--- src/rtl/vga_sync_pipe_if.sv ---
// Bundle between the raster timing stage and its neighbours.
// The neighbours are the picture generator, which supplies rgb_in, and the monitor pins.
interface vga_sync_pipe_if;
  logic [2:0]  rgb_in;
  logic [11:0] pixel_x;
  logic [11:0] pixel_y;
  logic        video_on;
  logic        p_tick;
  logic        frame_tick;
  logic        hsync;
  logic        vsync;
  logic [2:0]  rgb;

  modport master (
    input  rgb_in,
    output pixel_x, pixel_y, video_on, p_tick, frame_tick, hsync, vsync, rgb
  );

  modport slave (
    output rgb_in,
    input  pixel_x, pixel_y, video_on, p_tick, frame_tick, hsync, vsync, rgb
  );
endinterface

--- src/rtl/vga_sync_pipe.sv ---
// 640x480@60 raster timing with a one-pixel output register stage.
// The output stage keeps hsync, vsync and the gated colour aligned at the pins.
module vga_sync_pipe #(
  parameter int H_DISPLAY = 640,
  parameter int H_FRONT   = 16,
  parameter int H_SYNC    = 96,
  parameter int H_BACK    = 48,
  parameter int V_DISPLAY = 480,
  parameter int V_FRONT   = 10,
  parameter int V_SYNC    = 2,
  parameter int V_BACK    = 33,
  parameter int CLK_DIV   = 2
) (
  input logic             clk,
  input logic             reset,
  vga_sync_pipe_if.master bus
);
  localparam int H_TOTAL = H_DISPLAY + H_FRONT + H_SYNC + H_BACK;
  localparam int V_TOTAL = V_DISPLAY + V_FRONT + V_SYNC + V_BACK;
  localparam int DIV_W   = (CLK_DIV > 1) ? $clog2(CLK_DIV) : 1;

  localparam logic [DIV_W-1:0] DIV_LAST  = DIV_W'(CLK_DIV - 1);
  localparam logic [11:0]      H_LAST    = 12'(H_TOTAL - 1);
  localparam logic [11:0]      V_LAST    = 12'(V_TOTAL - 1);
  localparam logic [11:0]      H_VIS     = 12'(H_DISPLAY);
  localparam logic [11:0]      V_VIS     = 12'(V_DISPLAY);
  localparam logic [11:0]      HS_START  = 12'(H_DISPLAY + H_FRONT);
  localparam logic [11:0]      HS_END    = 12'(H_DISPLAY + H_FRONT + H_SYNC - 1);
  localparam logic [11:0]      VS_START  = 12'(V_DISPLAY + V_FRONT);
  localparam logic [11:0]      VS_END    = 12'(V_DISPLAY + V_FRONT + V_SYNC - 1);

  logic [DIV_W-1:0] div_q, div_d;
  logic [11:0]      h_count_q, h_count_d;
  logic [11:0]      v_count_q, v_count_d;
  logic             hsync_q, hsync_d;
  logic             vsync_q, vsync_d;
  logic [2:0]       rgb_q, rgb_d;

  logic p_tick, h_end, v_end, video_on, hsync_raw, vsync_raw;

  always_comb begin
    p_tick    = (div_q == DIV_LAST);
    h_end     = (h_count_q == H_LAST);
    v_end     = (v_count_q == V_LAST);
    video_on  = (h_count_q < H_VIS) && (v_count_q < V_VIS);
    hsync_raw = !((h_count_q >= HS_START) && (h_count_q <= HS_END));
    vsync_raw = !((v_count_q >= VS_START) && (v_count_q <= VS_END));

    div_d     = p_tick ? '0 : div_q + DIV_W'(1);
    h_count_d = h_count_q;
    v_count_d = v_count_q;
    hsync_d   = hsync_q;
    vsync_d   = vsync_q;
    rgb_d     = rgb_q;

    // Output register samples the current pixel, so the pins trail the counters by one pixel.
    if (p_tick) begin
      h_count_d = h_end ? 12'd0 : h_count_q + 12'd1;
      if (h_end) begin
        v_count_d = v_end ? 12'd0 : v_count_q + 12'd1;
      end
      hsync_d = hsync_raw;
      vsync_d = vsync_raw;
      rgb_d   = video_on ? bus.rgb_in : 3'b000;
    end
  end

  always_ff @(posedge clk or posedge reset) begin
    if (reset) begin
      div_q     <= '0;
      h_count_q <= 12'd0;
      v_count_q <= 12'd0;
      hsync_q   <= 1'b1;
      vsync_q   <= 1'b1;
      rgb_q     <= 3'b000;
    end else begin
      div_q     <= div_d;
      h_count_q <= h_count_d;
      v_count_q <= v_count_d;
      hsync_q   <= hsync_d;
      vsync_q   <= vsync_d;
      rgb_q     <= rgb_d;
    end
  end

  assign bus.pixel_x    = h_count_q;
  assign bus.pixel_y    = v_count_q;
  assign bus.video_on   = video_on;
  assign bus.p_tick     = p_tick;
  assign bus.frame_tick = p_tick && h_end && v_end;
  assign bus.hsync      = hsync_q;
  assign bus.vsync      = vsync_q;
  assign bus.rgb        = rgb_q;
endmodule

--- src/flat_wrapper.sv ---
// flat-port wrapper written by rule: the top's interface ports become plain ports
module vga_sync_pipe_flat 
#(
  parameter int H_DISPLAY = 640,
  parameter int H_FRONT   = 16,
  parameter int H_SYNC    = 96,
  parameter int H_BACK    = 48,
  parameter int V_DISPLAY = 480,
  parameter int V_FRONT   = 10,
  parameter int V_SYNC    = 2,
  parameter int V_BACK    = 33,
  parameter int CLK_DIV   = 2
)
  (clk, reset, bus_rgb_in, bus_pixel_x, bus_pixel_y, bus_video_on, bus_p_tick, bus_frame_tick, bus_hsync, bus_vsync, bus_rgb);
  vga_sync_pipe_if bus_i ();
  input logic clk;
  input logic reset;
  input wire logic [$bits(bus_i.rgb_in)-1:0] bus_rgb_in;
  output wire logic [$bits(bus_i.pixel_x)-1:0] bus_pixel_x;
  output wire logic [$bits(bus_i.pixel_y)-1:0] bus_pixel_y;
  output wire logic [$bits(bus_i.video_on)-1:0] bus_video_on;
  output wire logic [$bits(bus_i.p_tick)-1:0] bus_p_tick;
  output wire logic [$bits(bus_i.frame_tick)-1:0] bus_frame_tick;
  output wire logic [$bits(bus_i.hsync)-1:0] bus_hsync;
  output wire logic [$bits(bus_i.vsync)-1:0] bus_vsync;
  output wire logic [$bits(bus_i.rgb)-1:0] bus_rgb;
  assign bus_i.rgb_in = bus_rgb_in;
  assign bus_pixel_x = bus_i.pixel_x;
  assign bus_pixel_y = bus_i.pixel_y;
  assign bus_video_on = bus_i.video_on;
  assign bus_p_tick = bus_i.p_tick;
  assign bus_frame_tick = bus_i.frame_tick;
  assign bus_hsync = bus_i.hsync;
  assign bus_vsync = bus_i.vsync;
  assign bus_rgb = bus_i.rgb;
  vga_sync_pipe #(.H_DISPLAY(H_DISPLAY), .H_FRONT(H_FRONT), .H_SYNC(H_SYNC), .H_BACK(H_BACK), .V_DISPLAY(V_DISPLAY), .V_FRONT(V_FRONT), .V_SYNC(V_SYNC), .V_BACK(V_BACK), .CLK_DIV(CLK_DIV)) u_core (.clk(clk), .reset(reset), .bus(bus_i));
endmodule
--- config.mk ---
export PLATFORM = sky130hd
export DESIGN_NAME = vga_sync_pipe_flat
export DESIGN_NICKNAME = d
export VERILOG_FILES = /design/src/rtl/vga_sync_pipe_if.sv /design/src/rtl/vga_sync_pipe.sv /design/src/flat_wrapper.sv
export SDC_FILE = /design/constraint.sdc
export NUM_CORES = 1
export LEC_CHECK = 0
export ABC_AREA = 1
export BUFFER_PORTS_ARGS = -buffer_cell sky130_fd_sc_hd__buf_2
export CORE_MARGIN = 2
export CORE_UTILIZATION = 40
export DETAILED_ROUTE_END_ITERATION = 7
export RECOVER_POWER = 100
export SLEW_MARGIN = 15
export SYNTH_ARGS = -nofsm -noshare
export SYNTH_HDL_FRONTEND = slang
export SYNTH_SLANG_ARGS = --single-unit
--- constraint.sdc ---
create_clock -name clk -period 3.49 [get_ports clk]
set_input_delay 0.698 -clock clk [delete_from_list [all_inputs] [get_ports clk]]
set_output_delay 0.698 -clock clk [all_outputs]
set_load 0.02 [all_outputs]
==> impl_metrics.xml <==
<?xml version="1.0" encoding="UTF-8"?>
<metrics>
  <group name="sta">
    <metric name="timing.final.crit_period" unit="ns">2.528</metric>
    <metric name="fmax" unit="GHz">0.3956</metric>
    <metric name="timing.max_slew.rel_slack" unit="">-0.07190</metric>
    <metric name="hold_violations" unit="">0</metric>
    <metric name="grt_setup_unrepaired" unit="">false</metric>
    <metric name="min_period_over_period" unit="">0.7243</metric>
    <metric name="report.final.setup_viol" unit="">0</metric>
    <metric name="worstMarginPinSlew" unit="ns">1.608</metric>
    <metric name="final_critical_path_setup_slack" unit="ns">0.9622</metric>
    <metric name="fin_setup_tns" unit="ns">0</metric>
    <metric name="timing.clock.skew" unit="ns">0.01223</metric>
    <metric name="final.hold.worst_slack" unit="ns">0.4682</metric>
    <metric name="max_slew_violation_total_from_the_final_report" unit="">31</metric>
  </group>
  <group name="worst_hold_path">
    <metric name="hold_start" unit="">u_core.bus.vsync</metric>
    <metric name="hold_path_end" unit="">u_core.bus.vsync</metric>
    <metric name="hold-path-cell-count" unit="">2</metric>
    <metric name="min-delay-path-class" unit="">register to register</metric>
  </group>
  <group name="setup_path">
    <metric name="timing.reg2reg.worst_path_depth" unit="">7</metric>
    <metric name="critical_path.max_stage_delay" unit="ns">0.44</metric>
    <metric name="rrSetupSlack" unit="ns">1.20</metric>
    <metric name="critical_path_peak_fanout" unit="">7</metric>
    <metric name="timing.rr.start" unit="">u_core.bus.pixel_x[0]</metric>
    <metric name="crit_path_start_kind" unit="">register</metric>
    <metric name="critical_path.reg2reg.endpoint" unit="">u_core.bus.pixel_y[4]</metric>
    <metric name="worst_ep_required_time" unit="ns">2.79</metric>
    <metric name="critical_path_s_slowest_cell" unit="">sky130_fd_sc_hd__dfrtp_1</metric>
    <metric name="setup.worst_path.class" unit="">register to output port</metric>
    <metric name="worst-endpoint-arrival" unit="ns">1.83</metric>
    <metric name="timing.critical_path.cells" unit="">inv_1, ha_1, nand2_1, nor3_1, nand3_1, nor2_1, clkbuf_1</metric>
    <metric name="worst_setup_path_end_kind" unit="">output port</metric>
  </group>
  <group name="synth">
    <metric name="netlist_top_cells_area" unit="">sky130_fd_sc_hd__dfrtp_1 (39%), sky130_fd_sc_hd__nand2_1 (12%), sky130_fd_sc_hd__nand3_1 (7.0%), sky130_fd_sc_hd__inv_1 (6.3%), sky130_fd_sc_hd__nor2_1 (5.7%)</metric>
    <metric name="synth_sequential_area_ratio" unit="">0.4219</metric>
    <metric name="synth.largest_area_cell" unit="">sky130_fd_sc_hd__dfrtp_1</metric>
    <metric name="postSynthNetCount" unit="">247</metric>
    <metric name="synth.avg_cell_area" unit="µm²">7.502</metric>
    <metric name="synthDistinctLibCells" unit="">23</metric>
    <metric name="syn-cell-area" unit="mm²">0.001785</metric>
    <metric name="synth_largest_type_area_fraction" unit="">0.3924</metric>
    <metric name="postSynthCellCount" unit="">238</metric>
    <metric name="ys_ff_latch" unit="">30</metric>
    <metric name="ys.warnings.count" unit="">0</metric>
  </group>
  <group name="floorplanning">
    <metric name="design.core.area" unit="mm²">0.004324</metric>
    <metric name="fp-row-count" unit="">24</metric>
    <metric name="die_h" unit="µm">70.81</metric>
    <metric name="die_width" unit="µm">70.81</metric>
    <metric name="design.die.area" unit="mm²">0.005014</metric>
    <metric name="top_level_ports" unit="">37</metric>
    <metric name="starting_density_of_the_core" unit="">0.4129</metric>
  </group>
  <group name="power">
    <metric name="power_switching_share" unit="">0.2108</metric>
    <metric name="max-vdd-ir-drop" unit="V">0.0001606</metric>
    <metric name="power_switching" unit="mW">0.1474</metric>
    <metric name="sequentialPowerShare" unit="">0.501</metric>
    <metric name="design_power_total" unit="mW">0.6995</metric>
    <metric name="p_leak" unit="nW">0.9604</metric>
    <metric name="part_of_the_total_power_dissipated_in_combinational_logic" unit="">0.020</metric>
    <metric name="cellPowerDensity" unit="mW/mm²">341.7</metric>
    <metric name="p_int" unit="mW">0.5520</metric>
    <metric name="pwr-share-clk" unit="">0.479</metric>
  </group>
  <group name="clock_tree">
    <metric name="clk_latency" unit="ns">0.29</metric>
    <metric name="clock_sink_count" unit="">30</metric>
    <metric name="clk_root_buffer_cell" unit="">sky130_fd_sc_hd__clkbuf_8</metric>
    <metric name="postCtsSetupRepairBufs" unit="">0</metric>
    <metric name="cts_hold_repair.buffers" unit="">0</metric>
    <metric name="clock_tree_from_tritoncts" unit="">done</metric>
    <metric name="cts_htree_levels" unit="">2</metric>
    <metric name="clk_pin_slew_worst_paths" unit="ns">0.06</metric>
    <metric name="cts.repair.resized" unit="">0</metric>
    <metric name="cts_buffers" unit="">5</metric>
    <metric name="cts_max_path_buffers" unit="">2</metric>
  </group>
  <group name="flow_run">
    <metric name="maxCapViolCount" unit="">1</metric>
  </group>
  <group name="route">
    <metric name="drt.antenna.violating_nets" unit="">0</metric>
    <metric name="vias" unit="">1599</metric>
    <metric name="drt_first_iter_violations" unit="">127</metric>
    <metric name="drc_errors" unit="">0</metric>
    <metric name="post_drt_wl_per_cell" unit="µm">11.99</metric>
    <metric name="routed_vias_inst" unit="">4.831</metric>
    <metric name="number_of_iterations_in_the_first_detailed_routing_pass" unit="">4</metric>
    <metric name="detail_route.wirelength" unit="mm">3.969</metric>
  </group>
  <group name="grt">
    <metric name="grt.total_usage" unit="">0.1723</metric>
    <metric name="global_route_wire_length_before_repair" unit="mm">6.851</metric>
    <metric name="grt_max_degree" unit="">31</metric>
    <metric name="number_of_global_route_vias_before_repair" unit="">1451</metric>
    <metric name="gr_ovfl_total" unit="">0</metric>
    <metric name="grt_busiest_layer" unit="">met1</metric>
    <metric name="grt_antenna_before_repair" unit="">0</metric>
    <metric name="gr-usage-met1" unit="">0.2590</metric>
    <metric name="grt_use_met2" unit="">0.2409</metric>
    <metric name="globalRouteMet3Util" unit="">0.03846</metric>
  </group>
  <group name="placement">
    <metric name="numPortBuffers" unit="">36</metric>
    <metric name="placedCellCount" unit="">323</metric>
    <metric name="dp_hpwl" unit="mm">2.938</metric>
    <metric name="place_area" unit="mm²">0.002007</metric>
    <metric name="post-place-ws" unit="ns">1.342</metric>
    <metric name="gpl.final_weighted_congestion" unit="">0.8632</metric>
  </group>
  <group name="final_layout">
    <metric name="layout-area-overhead-vs-synth" unit="%">14.65</metric>
    <metric name="layout-drive-gt1-share" unit="">0.08602</metric>
    <metric name="finalCoreUtilization" unit="">0.4734</metric>
    <metric name="post_layout_nonfiller_instances" unit="">331</metric>
    <metric name="layout.cells.most_common" unit="">sky130_fd_sc_hd__nand2_1</metric>
    <metric name="num_antenna_cells" unit="">0</metric>
    <metric name="fin_nets" unit="">287</metric>
    <metric name="commonest_cells_after_routing_fill_and_taps_aside" unit="">sky130_fd_sc_hd__nand2_1 (58), sky130_fd_sc_hd__clkbuf_1 (33), sky130_fd_sc_hd__inv_1 (32), sky130_fd_sc_hd__nor2_1 (29), sky130_fd_sc_hd__dfrtp_1 (28)</metric>
    <metric name="postLayoutCellArea" unit="mm²">0.002047</metric>
  </group>
  <group name="status">
    <metric name="run_status" unit="">complete, but fails checks</metric>
    <metric name="failed_checks" unit="">max-capacitance violations, max-slew violations</metric>
  </group>
</metrics>
==> final cells by class <==
class	count	area (µm²)
Fill cell	457	2277
Multi-Input combinational cell	168	839.6
Sequential cell	30	753.2
Timing Repair Buffer	37	143.9
Inverter	36	135.1
Clock buffer	8	110.1
Tap cell	52	65.06
==> worst max path at each step <==
stage | from | end | slack [ns] | depth (start not counted)
CTS | u_core.bus.pixel_y[0] | bus_frame_tick | 1.03 | 7
global route | u_core.bus.pixel_y[0] | bus_frame_tick | 0.77 | 7
detailed placement | u_core.bus.pixel_y[0] | bus_frame_tick | 1.34 | 7
global placement | u_core.bus.pixel_y[0] | bus_frame_tick | 1.35 | 7
floorplan | u_core.bus.pixel_y[0] | bus_frame_tick | 1.35 | 6
finish | u_core.bus.pixel_y[0] | bus_frame_tick | 0.96 | 7
==> power groups by stage <==
stage	sequential [mW]	clock, mW	combinational (mW)
after global placement	0.357	0	0.0160
after detailed placement	0.357	0	0.0162
after CTS	0.350	0.346	0.0162
after floorplan	0.359	0	0.00678
after global routing	0.351	0.364	0.0167
final	0.350	0.335	0.0140
==> routing by layer <==
layer	vias up	share of wire
met5	-	0
met4	0	0.020
met3	7	0.057
met2	43	0.41
met1	708	0.51
li1	841	-
==> kinds of logic (layout without fill, tap and decap cells) <==
group / after synthesis / after routing / share of synthesized area
DFF: 30 / 30 / 0.4219
buffers and inverters: 40 / 81 / 0.09320
and+or+nand+nor: 137 / 137 / 0.3560
xor gates and xnor gates: 8 / 8 / 0.03924
AOI/OAI and AO/OA: 19 / 19 / 0.06167
adders and majority gates: 4 / 4 / 0.02803
==> registers in the layout (all words and copies together) (netlist names) <==
name and count:
u_core.bus.hsync 1, u_core.bus.pixel_y 12, u_core.bus.rgb 3, u_core.bus.p_tick 1
u_core.bus.pixel_x 12, u_core.bus.vsync 1
==> cells in the mapped netlist <==
| library cell | number |
|---|---|
| sky130_fd_sc_hd__nand2_1 | 58 |
| sky130_fd_sc_hd__inv_1 | 30 |
| sky130_fd_sc_hd__dfrtp_1 | 28 |
| sky130_fd_sc_hd__nor2_1 | 27 |
| sky130_fd_sc_hd__nand3_1 | 25 |
| sky130_fd_sc_hd__o21ai_1 | 14 |
| sky130_fd_sc_hd__nor3_1 | 9 |
| sky130_fd_sc_hd__nand4_1 | 8 |
| sky130_fd_sc_hd__inv_2 | 6 |
| sky130_fd_sc_hd__xor2_1 | 6 |
| sky130_fd_sc_hd__ha_1 | 4 |
| sky130_fd_sc_hd__nor2_4 | 4 |
| sky130_fd_sc_hd__nand2_2 | 3 |
| sky130_fd_sc_hd__o21ai_2 | 3 |
| sky130_fd_sc_hd__buf_6 | 2 |
| sky130_fd_sc_hd__dfstp_2 | 2 |
| sky130_fd_sc_hd__nand3b_1 | 2 |
| sky130_fd_sc_hd__xnor2_1 | 2 |
| sky130_fd_sc_hd__a21oi_1 | 1 |
| sky130_fd_sc_hd__a41oi_1 | 1 |
| sky130_fd_sc_hd__buf_2 | 1 |
| sky130_fd_sc_hd__clkbuf_1 | 1 |
| sky130_fd_sc_hd__nand3_4 | 1 |
==> worst max-delay path, delay by kind of cell (launching register included) <==
kind	cells	cell delay (ns)
fa+ha+maj	1	0.15
buf+inv	2	0.38
flops	1	0.44
simple gates	4	0.58
Note: power is estimated with default switching activity, not from simulation.
